==> src/rtl/bmp_pkg.sv <==
// Shared constants, FSM encoding and helpers for the BMP pair source.
// A MEM_RDATA word holds one pixel pair in BMP byte order (B,G,R per pixel).
package bmp_pkg;

  localparam int IMG_WIDTH      = 768;
  localparam int IMG_HEIGHT     = 512;
  localparam int BMP_HEADER_NUM = 54;
  localparam int PAIR_W         = 48;
  localparam int PAIR_NUM       = IMG_WIDTH * IMG_HEIGHT / 2;

  // Byte-lane offsets of MEM_RDATA
  localparam int LANE_B0 = 0;
  localparam int LANE_G0 = 8;
  localparam int LANE_R0 = 16;
  localparam int LANE_B1 = 24;
  localparam int LANE_G1 = 32;
  localparam int LANE_R1 = 40;

  typedef enum logic [1:0] {
    ST_IDLE = 2'd0,
    ST_RUN  = 2'd1,
    ST_DONE = 2'd2
  } frame_state_t;

  // Number of pixel pairs in a frame of w x h pixels
  function automatic int pair_num(input int w, input int h);
    return w * h / 2;
  endfunction

  // Extract one colour byte from a pair word
  function automatic logic [7:0] pair_lane(input logic [PAIR_W-1:0] word, input int lsb);
    logic [PAIR_W-1:0] shifted;
    shifted = word >> lsb;
    return shifted[7:0];
  endfunction

endpackage

==> src/rtl/bmp_pair_source_pair_skid_fifo.sv <==
// Two-entry pair FIFO between the RAM return path and the pixel stream.
// Push and pop may coincide in any state, including full; srst empties it.
module pair_skid_fifo
  import bmp_pkg::*;
#(
  parameter int DATA_W = PAIR_W
) (
  input  logic              HCLK,
  input  logic              HRESETn,
  input  logic              srst,
  input  logic              push,
  input  logic              pop,
  input  logic [DATA_W-1:0] din,
  output logic [DATA_W-1:0] dout,
  output logic              full,
  output logic              empty,
  output logic [1:0]        count
);

  logic [DATA_W-1:0] mem_r [2];
  logic              wr_ptr_r;
  logic              rd_ptr_r;
  logic [1:0]        cnt_r;
  logic              do_pop_s;
  logic              do_push_s;

  assign do_pop_s  = pop & (cnt_r != 2'd0);
  assign do_push_s = push & ((cnt_r != 2'd2) | do_pop_s);

  // Storage, pointers and occupancy; a full FIFO may push when it pops
  always_ff @(posedge HCLK or negedge HRESETn) begin
    if (!HRESETn) begin
      mem_r[0] <= {DATA_W{1'b0}};
      mem_r[1] <= {DATA_W{1'b0}};
      wr_ptr_r <= 1'b0;
      rd_ptr_r <= 1'b0;
      cnt_r    <= 2'd0;
    end else if (srst) begin
      wr_ptr_r <= 1'b0;
      rd_ptr_r <= 1'b0;
      cnt_r    <= 2'd0;
    end else begin
      if (do_push_s) begin
        mem_r[wr_ptr_r] <= din;
        wr_ptr_r        <= ~wr_ptr_r;
      end
      if (do_pop_s) begin
        rd_ptr_r <= ~rd_ptr_r;
      end
      case ({do_push_s, do_pop_s})
        2'b10:   cnt_r <= cnt_r + 2'd1;
        2'b01:   cnt_r <= cnt_r - 2'd1;
        default: cnt_r <= cnt_r;
      endcase
    end
  end

  assign dout  = mem_r[rd_ptr_r];
  assign full  = (cnt_r == 2'd2);
  assign empty = (cnt_r == 2'd0);
  assign count = cnt_r;

endmodule

==> src/rtl/bmp_pair_source.sv <==
// Frame source: reads a bottom-up 24-bpp BMP pixel array from a synchronous
// RAM and streams it top-down as pixel pairs on a VALID/READY interface.
// Returned RAM data is offered directly on the stream when the FIFO is empty,
// so the first pair appears the cycle its read data returns.
module bmp_pair_source
  import bmp_pkg::*;
#(
  parameter int WIDTH  = IMG_WIDTH,
  parameter int HEIGHT = IMG_HEIGHT,
  parameter int ADDR_W = 18
) (
  input  logic              HCLK,
  input  logic              HRESETn,
  input  logic              START,
  output logic              MEM_RD,
  output logic [ADDR_W-1:0] MEM_ADDR,
  input  logic [47:0]       MEM_RDATA,
  output logic              PIX_VALID,
  input  logic              PIX_READY,
  output logic [7:0]        DATA_R0,
  output logic [7:0]        DATA_G0,
  output logic [7:0]        DATA_B0,
  output logic [7:0]        DATA_R1,
  output logic [7:0]        DATA_G1,
  output logic [7:0]        DATA_B1,
  output logic              BUSY,
  output logic              FRAME_DONE
);

  localparam int HALF_W = WIDTH / 2;
  localparam int N      = pair_num(WIDTH, HEIGHT);
  localparam int CNT_W  = (N > 1) ? $clog2(N) : 1;
  localparam int RL_W   = (HEIGHT > 1) ? $clog2(HEIGHT) : 1;
  localparam int RM_W   = (HALF_W > 1) ? $clog2(HALF_W) : 1;

  // First fetch is the top image line, stored last in the BMP array
  localparam logic [ADDR_W-1:0] ADDR_FIRST = ADDR_W'((HEIGHT - 1) * HALF_W);
  // From the last pair of a line back to the first pair of the line above it
  localparam logic [ADDR_W-1:0] ROW_STEP   = ADDR_W'(WIDTH - 1);
  localparam logic [RL_W-1:0]   RL_LAST    = RL_W'(HEIGHT - 1);
  localparam logic [RM_W-1:0]   RM_LAST    = RM_W'(HALF_W - 1);
  localparam logic [CNT_W-1:0]  CNT_LAST   = CNT_W'(N - 1);

  frame_state_t      state_r;
  logic              busy_r;
  logic              frame_done_r;
  logic [CNT_W-1:0]  xfer_cnt_r;
  logic [RL_W-1:0]   rl_r;
  logic [RM_W-1:0]   rm_r;
  logic [ADDR_W-1:0] addr_r;
  logic              fetch_left_r;
  logic              inflight_r;

  logic              start_acc_s;
  logic              valid_s;
  logic              pop_s;
  logic [2:0]        occ_s;
  logic              mem_rd_s;
  logic              fifo_push_s;
  logic              fifo_pop_s;
  logic [47:0]       fifo_dout_s;
  logic              fifo_full_s;
  logic              fifo_empty_s;
  logic [1:0]        fifo_cnt_s;
  logic [47:0]       head_s;

  assign start_acc_s = (state_r == ST_IDLE) & START;

  // A pair is available from the FIFO or from the read returning this cycle
  assign valid_s = ~fifo_empty_s | inflight_r;
  assign pop_s   = valid_s & PIX_READY;

  // Returning data bypasses an empty FIFO when it is consumed immediately
  assign fifo_pop_s  = pop_s & ~fifo_empty_s;
  assign fifo_push_s = inflight_r & ~(fifo_empty_s & PIX_READY) & (~fifo_full_s | fifo_pop_s);

  // Pairs held or on their way, minus the one leaving now
  assign occ_s    = {1'b0, fifo_cnt_s} + {2'b00, inflight_r} - {2'b00, pop_s};
  assign mem_rd_s = (state_r == ST_RUN) & fetch_left_r & (occ_s < 3'd2);

  // Head-of-stream selection: FIFO first, then returning RAM data
  always_comb begin
    head_s = 48'd0;
    if (!fifo_empty_s) begin
      head_s = fifo_dout_s;
    end else if (inflight_r) begin
      head_s = MEM_RDATA;
    end else begin
      head_s = 48'd0;
    end
  end

  // Frame FSM with registered BUSY/FRAME_DONE and the transfer counter
  always_ff @(posedge HCLK or negedge HRESETn) begin
    if (!HRESETn) begin
      state_r      <= ST_IDLE;
      busy_r       <= 1'b0;
      frame_done_r <= 1'b0;
      xfer_cnt_r   <= {CNT_W{1'b0}};
    end else begin
      case (state_r)
        ST_IDLE: begin
          frame_done_r <= 1'b0;
          xfer_cnt_r   <= {CNT_W{1'b0}};
          if (START) begin
            state_r <= ST_RUN;
            busy_r  <= 1'b1;
          end else begin
            busy_r  <= 1'b0;
          end
        end
        ST_RUN: begin
          if (pop_s && (xfer_cnt_r == CNT_LAST)) begin
            state_r      <= ST_DONE;
            frame_done_r <= 1'b1;
          end else if (pop_s) begin
            xfer_cnt_r   <= xfer_cnt_r + {{(CNT_W-1){1'b0}}, 1'b1};
            frame_done_r <= 1'b0;
          end else begin
            frame_done_r <= 1'b0;
          end
        end
        ST_DONE: begin
          state_r      <= ST_IDLE;
          busy_r       <= 1'b0;
          frame_done_r <= 1'b0;
          xfer_cnt_r   <= {CNT_W{1'b0}};
        end
        default: begin
          state_r      <= ST_IDLE;
          busy_r       <= 1'b0;
          frame_done_r <= 1'b0;
          xfer_cnt_r   <= {CNT_W{1'b0}};
        end
      endcase
    end
  end

  // Fetch position and flipped RAM address, advanced incrementally per read
  always_ff @(posedge HCLK or negedge HRESETn) begin
    if (!HRESETn) begin
      rl_r         <= {RL_W{1'b0}};
      rm_r         <= {RM_W{1'b0}};
      addr_r       <= {ADDR_W{1'b0}};
      fetch_left_r <= 1'b0;
    end else if (start_acc_s) begin
      rl_r         <= {RL_W{1'b0}};
      rm_r         <= {RM_W{1'b0}};
      addr_r       <= ADDR_FIRST;
      fetch_left_r <= 1'b1;
    end else if (mem_rd_s) begin
      if ((rm_r == RM_LAST) && (rl_r == RL_LAST)) begin
        fetch_left_r <= 1'b0;
      end else if (rm_r == RM_LAST) begin
        rm_r   <= {RM_W{1'b0}};
        rl_r   <= rl_r + {{(RL_W-1){1'b0}}, 1'b1};
        addr_r <= addr_r - ROW_STEP;
      end else begin
        rm_r   <= rm_r + {{(RM_W-1){1'b0}}, 1'b1};
        addr_r <= addr_r + {{(ADDR_W-1){1'b0}}, 1'b1};
      end
    end else begin
      fetch_left_r <= fetch_left_r;
    end
  end

  // A read issued this cycle returns data next cycle
  always_ff @(posedge HCLK or negedge HRESETn) begin
    if (!HRESETn) begin
      inflight_r <= 1'b0;
    end else begin
      inflight_r <= mem_rd_s;
    end
  end

  pair_skid_fifo #(
    .DATA_W (48)
  ) u_fifo (
    .HCLK    (HCLK),
    .HRESETn (HRESETn),
    .srst    (start_acc_s),
    .push    (fifo_push_s),
    .pop     (fifo_pop_s),
    .din     (MEM_RDATA),
    .dout    (fifo_dout_s),
    .full    (fifo_full_s),
    .empty   (fifo_empty_s),
    .count   (fifo_cnt_s)
  );

  assign MEM_RD     = mem_rd_s;
  assign MEM_ADDR   = addr_r;
  assign PIX_VALID  = valid_s;
  assign DATA_B0    = pair_lane(head_s, LANE_B0);
  assign DATA_G0    = pair_lane(head_s, LANE_G0);
  assign DATA_R0    = pair_lane(head_s, LANE_R0);
  assign DATA_B1    = pair_lane(head_s, LANE_B1);
  assign DATA_G1    = pair_lane(head_s, LANE_G1);
  assign DATA_R1    = pair_lane(head_s, LANE_R1);
  assign BUSY       = busy_r;
  assign FRAME_DONE = frame_done_r;

endmodule

==> config.mk <==
export PLATFORM = sky130hd
export DESIGN_NAME = bmp_pair_source
export DESIGN_NICKNAME = d
export VERILOG_FILES = /design/src/rtl/bmp_pkg.sv /design/src/rtl/bmp_pair_source_pair_skid_fifo.sv /design/src/rtl/bmp_pair_source.sv
export SDC_FILE = /design/constraint.sdc
export NUM_CORES = 1
export LEC_CHECK = 0
export CORE_ASPECT_RATIO = 1.25
export CORE_MARGIN = 8
export CORE_UTILIZATION = 30
export CTS_CLUSTER_SIZE = 24
export DETAILED_ROUTE_END_ITERATION = 16
export PLACE_DENSITY = 0.57
export SLEW_MARGIN = 15
export SYNTH_ARGS = -nofsm -noshare
export SYNTH_HDL_FRONTEND = slang
export SYNTH_SLANG_ARGS = --single-unit
==> constraint.sdc <==
create_clock -name HCLK -period 6.85 [get_ports HCLK]
set_input_delay 1.37 -clock HCLK [delete_from_list [all_inputs] [get_ports HCLK]]
set_output_delay 1.37 -clock HCLK [all_outputs]
set_load 0.01 [all_outputs]
==> Yosys cells after proc, flatten, opt, wreduce, memory -nomap -nowiden <==
Cells that the tools add are included.
{ "op_classes": {"n_addsub": 9, "magnitude_cmp": 4, "n_eq_ne": 13, "n_mux": 39, "n_bitwise": 21, "n_reduce_logical": 18} }
{ "ops": {"columns": ["op", "n"], "rows": [
  ["48-bit two-way mux", 6],
  ["18-bit two-way mux", 7],
  ["96-bit bitwise mux", 1],
  ["9-bit two-way mux", 8],
  ["48-bit demux with 1-bit select", 1],
  ["18-bit by 1-bit adder with 18-bit output, second input constant", 2],
  ["9-bit by 1-bit adder with 9-bit output, second input constant", 2],
  ["18-bit equality test, second input constant", 1],
  ["9-bit equality test, second input constant", 2],
  ["18-bit by 10-bit subtractor with 18-bit output, second input constant", 1],
  ["2-bit nonzero test", 6],
  ["1-bit bitwise AND", 10],
  ["1-bit two-way mux", 10],
  ["2-bit != test, second input constant", 5],
  ["2-bit AND reduction", 5],
  ["2-bit one-hot mux with 2 select lines", 2],
  ["2-bit two-way mux", 3],
  ["1-bit NOT", 6],
  ["2-bit by 1-bit equality test with 1-bit output, second input constant", 2],
  ["2-bit equality test, second input constant", 2],
  ["2-bit >= comparator, second input constant", 2],
  ["2-bit logical NOT", 2],
  ["1-bit NOT with 2-bit output", 2],
  ["2-bit by 1-bit adder with 3-bit output", 1],
  ["other kinds (11)", 15]
]} }
{ "totals": {"ff_bits": 160, "inputBits": 52, "out_inout_bits": 70, "word_cells": 118} }

==> Longest topological paths before layout <==
Gate-level depths: netlist of run 1.
{ "logic_depth": {"depth_word": 11, "ltp_mapped": 14, "depth_no_buf": 11} }

==> Modules after synthesis <==
A second synthesis of run 1 with hierarchy kept.
{ "unflattened": {"hier_cells": 804, "hier_area_um2": 8391.8} }
{ "by_module_without_submodules": {"columns": ["mod", "n_inst", "cells_each", "area_each_um2", "seq_area_each_um2"], "rows": [
  ["pair_skid_fifo", 1, 281, 4367.9, 2502.4],
  ["bmp_pair_source", 1, 523, 4023.9, 1501.4]
]} }

==> Least setup slack after synthesis of run 1 <==
OpenSTA, ideal clock, no wires.
{ "synth_path": {"kind": "input -> output", "from": "in PIX_READY", "to": "out MEM_RD", "arrival_time_ps": 3055, "t_required_ps": 5480, "slack_ps": 2425, "stages": 9, "n_path_buf": 2, "path_cell_list": "buf_2 > and2_1 > buf_6 > ha_1 > nand2b_1 > fa_1 > xnor2_1 > nand4_1 > inv_1"} }
{ "synth_via": {"elab_chain_len": 4} }
{ "synth_lines": {"columns": ["element", "line", "rtl"], "rows": [
  ["start: declaration", "bmp_pair_source.sv:19", "input logic PIX_READY,"],
  ["1-bit bitwise AND", "bmp_pair_source.sv:71", "assign pop_s = valid_s & PIX_READY;"],
  ["3-bit by 1-bit subtractor with 3-bit output", "bmp_pair_source.sv:78", "assign occ_s = {1'b0, fifo_cnt_s} + {2'b00, inflight_r} - {2'b00, pop_s};"],
  ["3-bit by 2-bit less-than comparator with 1-bit output", "bmp_pair_source.sv:79", "assign mem_rd_s = (state_r == ST_RUN) & fetch_left_r & (occ_s < 3'd2);"],
  ["1-bit bitwise AND", "bmp_pair_source.sv:79", null],
  ["end: declaration", "bmp_pair_source.sv:15", "output logic MEM_RD,"]
]} }
Every way passes these cells.

==> Worst setup path in the final report of run 1 <==
Same ends and word-level chain as after synthesis.

==> metrics.yaml, run 1 <==
worst_pin_slew_ns: 1.04
min_period_ns: 5.61
maxCapViolations: 0
nFillCells: 2650
clk_path_buf_depth: 2
grt_pass1_wl_mm: 31.1
cp.required_ns: 5.48
ys_seq_area_share_pct: 49.4
r2r_slack_ns: 3.19
synthCells: 732
cpPeakStageDelay_ns: 0.61
fmax_mhz: 178
holdWs_ns: 0.488
gp_congestion: 0.732
ys_types: 53
root_buffer: "clkbuf_16"
synth_warnings: 0
worstReg2RegStart: "u_fifo.count[1]$_DFFE_PN0P_"
final-hold-violation-count: 0
postLayoutCoreUtil_pct: 38.2
post-dp-hpwl_mm: 12.0
grt_usage_pct: 11.8
grt_max_degree: 103
final_common_cell: "dfrtp_1"
clkTransAtPathRegs_ns: 0.08
boundaryPins: 122
outcome: "complete, no violations"
finClkSkew_ns: 0.0187
postRouteAntennaNets: 0
hold_end: "BUSY$_DFFE_PN0N_"
drtIter0Drc: 222
crit_path_max_fanout: 8
crit_path_top_delay_cell: "clkdlybuf4s50_1"
period_share_pct: 81.9
synth-xor-area-share_pct: 4.87
crit_top_cell: "clkdlybuf4s50_1"
drv_slew: 0
die_x_um: 163
chipHeight_um: 200
die_area_um2: 32500
cp_num_buf_inv: 3
cp_cell_sequence: "clkdlybuf4s50_1, and2_1, ha_1, nand2b_1, fa_1, xnor2_1, nand4_1, inv_1, clkdlybuf4s50_1"
min_path_cells: 2
relSlewSlack_pct: 30.7
core-area_um2: 26700
area_growth_pct: 25.9
syn-num-nets: 799
criticalPathCategory: "primary input to output port"
peakVddDrop_uv: 231
critPathTopFamily: "buffers and inverters"
antenna_cells: 0
vias: 5809
antenna_found_initial: 0
vias_per_cell: 4.87
hold_buffers: 0
async_reset_ff_share_pct: 100
grt_pass1_vias: 5970
wl_mm: 18.8
r2r_cells: 12
synthAdderAreaFrac_pct: 2.41
worstSetupStartpointType: "primary input"
clk-insertion-delay-late_ns: 0.43
numCtsBuffers: 17
setup_viol: 0
finalSetupTns_ns: 0
setup_slack_ns: 1.24
overflow: 0
cts_sinks: 160
hold_path.class: "flip-flop to flip-flop"
leakagePower_uw: 0.00431
pre_cts_slack_ns: 1.20
synth.avg_cell_area_um2: 11.1
synth_simple_gate_area_share_pct: 12.8
rsz0062_at_grt: "no"
muxShareOfSynthArea_pct: 19.8
ys.flop_type: "dfrtp_1"
cts_tree: "yes"
routedWlPerCell_um: 15.8
cts_max_level: 4
row_count: 67
arrival_ns: 4.24
synth_top_family_by_area: "multiplexers"
start_util_pct: 30.4
end_kind: "output port"
drive_above_1_share_pct: 15.6
worstHoldStart: "BUSY$_DFFE_PN0N_"
synth-compound-area-share_pct: 7.94
power.density_nw_per_um2: 455
drtPass1Iterations: 4
cts_resized: 0
r2r-end: "rm_r[8]$_DFFE_PN0P_"
synth_edf_count: 0
final_cell_mix: "dfrtp_1 (158), clkdlybuf4s50_1 (120), mux2_2 (76)"
nets: 901
drc: 0
yosys_register_bits: 160
path_depth: 9
synth_area_um2: 8100
portBuffers: 121
postCtsSetupRepairBufs: 0
[kinds of logic after synthesis]
kind of cell | Yosys count
flip-flops | 160
buffers and inverters | 51
AND/OR/NAND/NOR | 206
XOR/XNOR | 45
multiplexers | 148
AO/OA/AOI/OAI | 107
adder cells (fa/ha/maj) | 15
[worst max-delay path by stage]
stage	from	to	slack [ns]
5_1_grt	PIX_READY	MEM_RD	1.02
3_5_place_dp	PIX_READY	MEM_RD	1.20
3_3_place_gp	PIX_READY	MEM_RD	1.30
2_1_floorplan	PIX_READY	MEM_RD	2.43
4_1_cts	PIX_READY	MEM_RD	1.19
6_report	PIX_READY	MEM_RD	1.24
[synthesized netlist by cell type (all sizes together) (2+ instances only)]
library cell	n	area, um^2
o31a	2	17.5
nor2	47	176
a32o	2	20.0
inv	4	15.0
nor2b	6	37.5
nand2b	2	12.5
and2	3	18.8
dfrtp	160	4000
xnor2	15	131
or3	2	17.5
o2111ai	4	35.0
a211oi	2	15.0
and4	6	57.6
nand2	35	131
ha	14	175
o21ai	60	300
a21o	6	45.0
nand4	11	90.1
buf	31	150
o31ai	3	27.5
and3	9	56.3
a311oi	2	17.5
clkbuf	16	60.1
xor2	30	263
mux2i	52	521
or2	2	12.5
nand3	64	320
mux2	96	1080
nor3	16	80.1
a31oi	4	25.0
a21oi	14	70.1
[sequential cells by signal, summed over array words and instances (netlist names)]
name / count
xfer_cnt_r: 18
rm_r: 9
u_fifo.rd_ptr_r: 1
fetch_left_r: 1
MEM_ADDR: 18
BUSY: 1
u_fifo.wr_ptr_r: 1
rl_r: 9
FRAME_DONE: 1
u_fifo.mem_r: 96
u_fifo.count: 2
inflight_r: 1
state_r: 2
[metrics by stage]
step           area, um^2  power [uW]  std cells
2_1_floorplan        8100        2860        732
3_3_place_gp         9610        3730       1160
3_5_place_dp         9610        3760       1160
4_1_cts             10200        4730       1192
5_1_grt             10200        4980       1192
6_report            10200        4640       1192
[worst reg2reg max path, delay by kind of cell (launching register included)]
family | cells | cell delay (ns)
compound gates | 1 | 0.45
xor+xnor | 1 | 0.14
fa+ha+maj | 2 | 0.69
buf+inv | 1 | 0.30
flops | 1 | 0.52
mux | 1 | 0.17
simple gates | 6 | 1.26
[power breakdown]
part	internal, uW	switching [uW]	leakage (uW)
clock	522	416	0.000279
sequential	1310	258	0.00196
combinational	1110	1020	0.00207
[layer usage]
metal | share of wire [%] | track usage, %
met5 | 0 | 0
met4 | 1.1 | 3.88
met3 | 4.3 | 3.03
met2 | 48 | 20.1
met1 | 46 | 14.4
[cell type report]
type	instances	area, um^2	share of cell area [%]
multi-input combinational	521	3880	38.1
timing repair buffer	130	1280	12.6
inverter	4	15.0	0.147
sequential	160	4010	39.3
clock buffer	18	439	4.31
clock inverter	14	141	1.39
tap	345	432	4.23
No activity file was read; power rests on OpenSTA's default activity.
==> run 2: changes to the inputs <==
==> constraint.sdc (replaced) <==
create_clock -name HCLK -period 5.2 [get_ports HCLK]
set_input_delay 1.04 -clock HCLK [delete_from_list [all_inputs] [get_ports HCLK]]
set_output_delay 1.04 -clock HCLK [all_outputs]
set_load 0.01 [all_outputs]
==> run 2 against run 1 <==
Critical path depth is the same. Die area is the same. Via count grew 0.40%. Cell count grew 0.25%. Routed wire length grew 1.1%. Highest routed layer unchanged.
==> metrics.yaml, run 2 (same netlist as run 1, synthesis figures left out) <==
hold_path.class: "flip-flop to flip-flop"
crit_path_max_fanout: 5
cp.required_ns: 4.16
path_depth: 9
rsz0062_at_grt: "no"
routedWlPerCell_um: 15.9
grt_usage_pct: 11.9
r2r-end: "MEM_ADDR[4]$_DFFE_PN0P_"
cts_resized: 0
top_register: "u_fifo.mem_r"
holdWs_ns: 0.490
critPathLaunch: "PIX_READY"
final-hold-violation-count: 0
p_sw_share_pct: 36.4
hold_buffers: 0
antenna_found_initial: 0
power.density_nw_per_um2: 603
finalSetupTns_ns: 0
clkTransAtPathRegs_ns: 0.07
r2r_slack_ns: 1.60
post-dp-hpwl_mm: 12.3
critPathTopFamily: "buffers and inverters"
period_share_pct: 86.9
min_period_ns: 4.52
die_x_um: 163
end_kind: "output port"
met1_usage_pct: 14.4
cts_tree: "yes"
top_usage_layer: "met2"
final_area_um2: 10200
worstHoldStart: "u_fifo.mem_r[73]$_DFFE_PN0P_"
p_seq_share_pct: 33.3
p_comb_share_pct: 45.9
maxCapViolations: 0
crit_top_cell: "clkdlybuf4s50_1"
core-area_um2: 26700
drtPass1Iterations: 4
portBuffers: 121
final_cell_mix: "dfrtp_1 (158), clkdlybuf4s50_1 (120), mux2_2 (76)"
largest_register_ffs: 96
vias: 5832
drv_slew: 0
postCtsSetupRepairBufs: 0
grt_pass1_vias: 6161
grtUsageMet2_pct: 20.8
clk_path_buf_depth: 2
arrival_ns: 3.48
root_buffer: "clkbuf_16"
cpPeakStageDelay_ns: 0.56
chipHeight_um: 200
start_util_pct: 30.4
drive_above_1_share_pct: 15.9
grt_pass1_wl_mm: 31.6
leakagePower_uw: 0.00434
vias_per_cell: 4.88
die_area_um2: 32500
worstSetupStartpointType: "primary input"
finClkSkew_ns: 0.0109
relSlewSlack_pct: 41.0
clk-insertion-delay-late_ns: 0.42
area_growth_pct: 26.5
gp_congestion: 0.733
outcome: "complete, no violations"
r2r_cells: 13
crit_path_top_delay_cell: "clkdlybuf4s50_1"
nFillCells: 2667
wl_mm: 19.0
clkPwrFrac_pct: 20.8
overflow: 0
final_common_cell: "dfrtp_1"
numCtsBuffers: 17
postRouteAntennaNets: 0
nets: 904
antenna_cells: 0
setup_viol: 0
peakVddDrop_uv: 279
worst_pin_slew_ns: 0.885
fmax_mhz: 221
row_count: 67
grt_max_degree: 97
cts_sinks: 160
worstSetupEndpoint: "MEM_RD"
cp_num_buf_inv: 3
internal_power_uw: 3930
drc: 0
drtIter0Drc: 234
criticalPathCategory: "primary input to output port"
cp_cell_sequence: "clkdlybuf4s50_1, and2_1, ha_1, nand2b_1, fa_1, xnor2_1, nand4_1, inv_1, clkdlybuf4s50_1"
dpl_cell_area_um2: 9650
worstReg2RegStart: "u_fifo.count[1]$_DFFE_PN0P_"
netSwitchingPower_uw: 2250
use_met3_pct: 2.31
boundaryPins: 122
cts_max_level: 4
run 2: cell type report:
type                            instances  area, um^2  area share (%)
Clock buffer                           17         425            4.15
Inverter                                4        15.0           0.147
Clock inverter                         15         171            1.67
Timing Repair Buffer                  133        1320            12.8
Multi-Input combinational cell        521        3880            37.9
Tap cell                              345         432            4.21
Sequential cell                       160        4010            39.1
run 2: worst min-delay path by stage:
stage,endpoint,depth (start not counted)
after global routing,BUSY$_DFFE_PN0N_,2
final,u_fifo.mem_r[73]$_DFFE_PN0P_,1
after detailed placement,BUSY$_DFFE_PN0N_,2
after CTS,BUSY$_DFFE_PN0N_,2
after floorplan,u_fifo.mem_r[60]$_DFFE_PN0P_,1
after global placement,BUSY$_DFFE_PN0N_,2
run 2: worst reg2reg max path, cell delays in order (launching register included):
cell	delay (ns)
dfrtp_1	0.52
or3_4	0.43
and2_1	0.22
ha_1	0.28
nand2b_1	0.15
fa_1	0.40
xnor2_1	0.14
nand4_1	0.13
buf_4	0.18
a21oi_1	0.38
buf_4	0.31
nand4_1	0.14
xor2_1	0.15
nor2_1	0.05
run 2: power by group through the flow:
stage / Clock (uW) / Combinational (uW) / Sequential, uW
floorplan: 0 / 1810 / 1960
global placement: 0 / 2870 / 2060
detailed placement: 0 / 2900 / 2080
CTS: 1340 / 2910 / 2060
global route: 1380 / 3120 / 2130
finish: 1280 / 2840 / 2050
run 2: metal layers:
layer	wire [um]	up-vias
met5	0	-
met4	202	0
met3	748	11
met2	9400	93
met1	8660	2883
li1	-	2845
run 2: stage by stage:
| step | instances | worst slack, ns | util [%] | total power [uW] |
|---|---|---|---|---|
| floorplan | 732 | 1.44 | - | 3770 |
| finish | 1195 | 0.683 | 38.4 | 6170 |
| global placement | 1163 | 0.650 | 36.2 | 4920 |
| detailed placement | 1163 | 0.667 | 36.2 | 4980 |
| CTS | 1195 | 0.655 | 38.4 | 6300 |
| global route | 1195 | 0.489 | 38.4 | 6630 |
==> run 3: changes to the inputs <==
--- a/config.mk
+++ b/config.mk
@@ -11,6 +11,7 @@
 export CTS_CLUSTER_SIZE = 24
 export DETAILED_ROUTE_END_ITERATION = 16
 export PLACE_DENSITY = 0.57
+export SKIP_CTS_REPAIR_TIMING = 1
 export SLEW_MARGIN = 15
 export SYNTH_ARGS = -nofsm -noshare
 export SYNTH_HDL_FRONTEND = slang
==> results of run 3 <==
Final layout, timing and power as in run 2 (identical DEF).
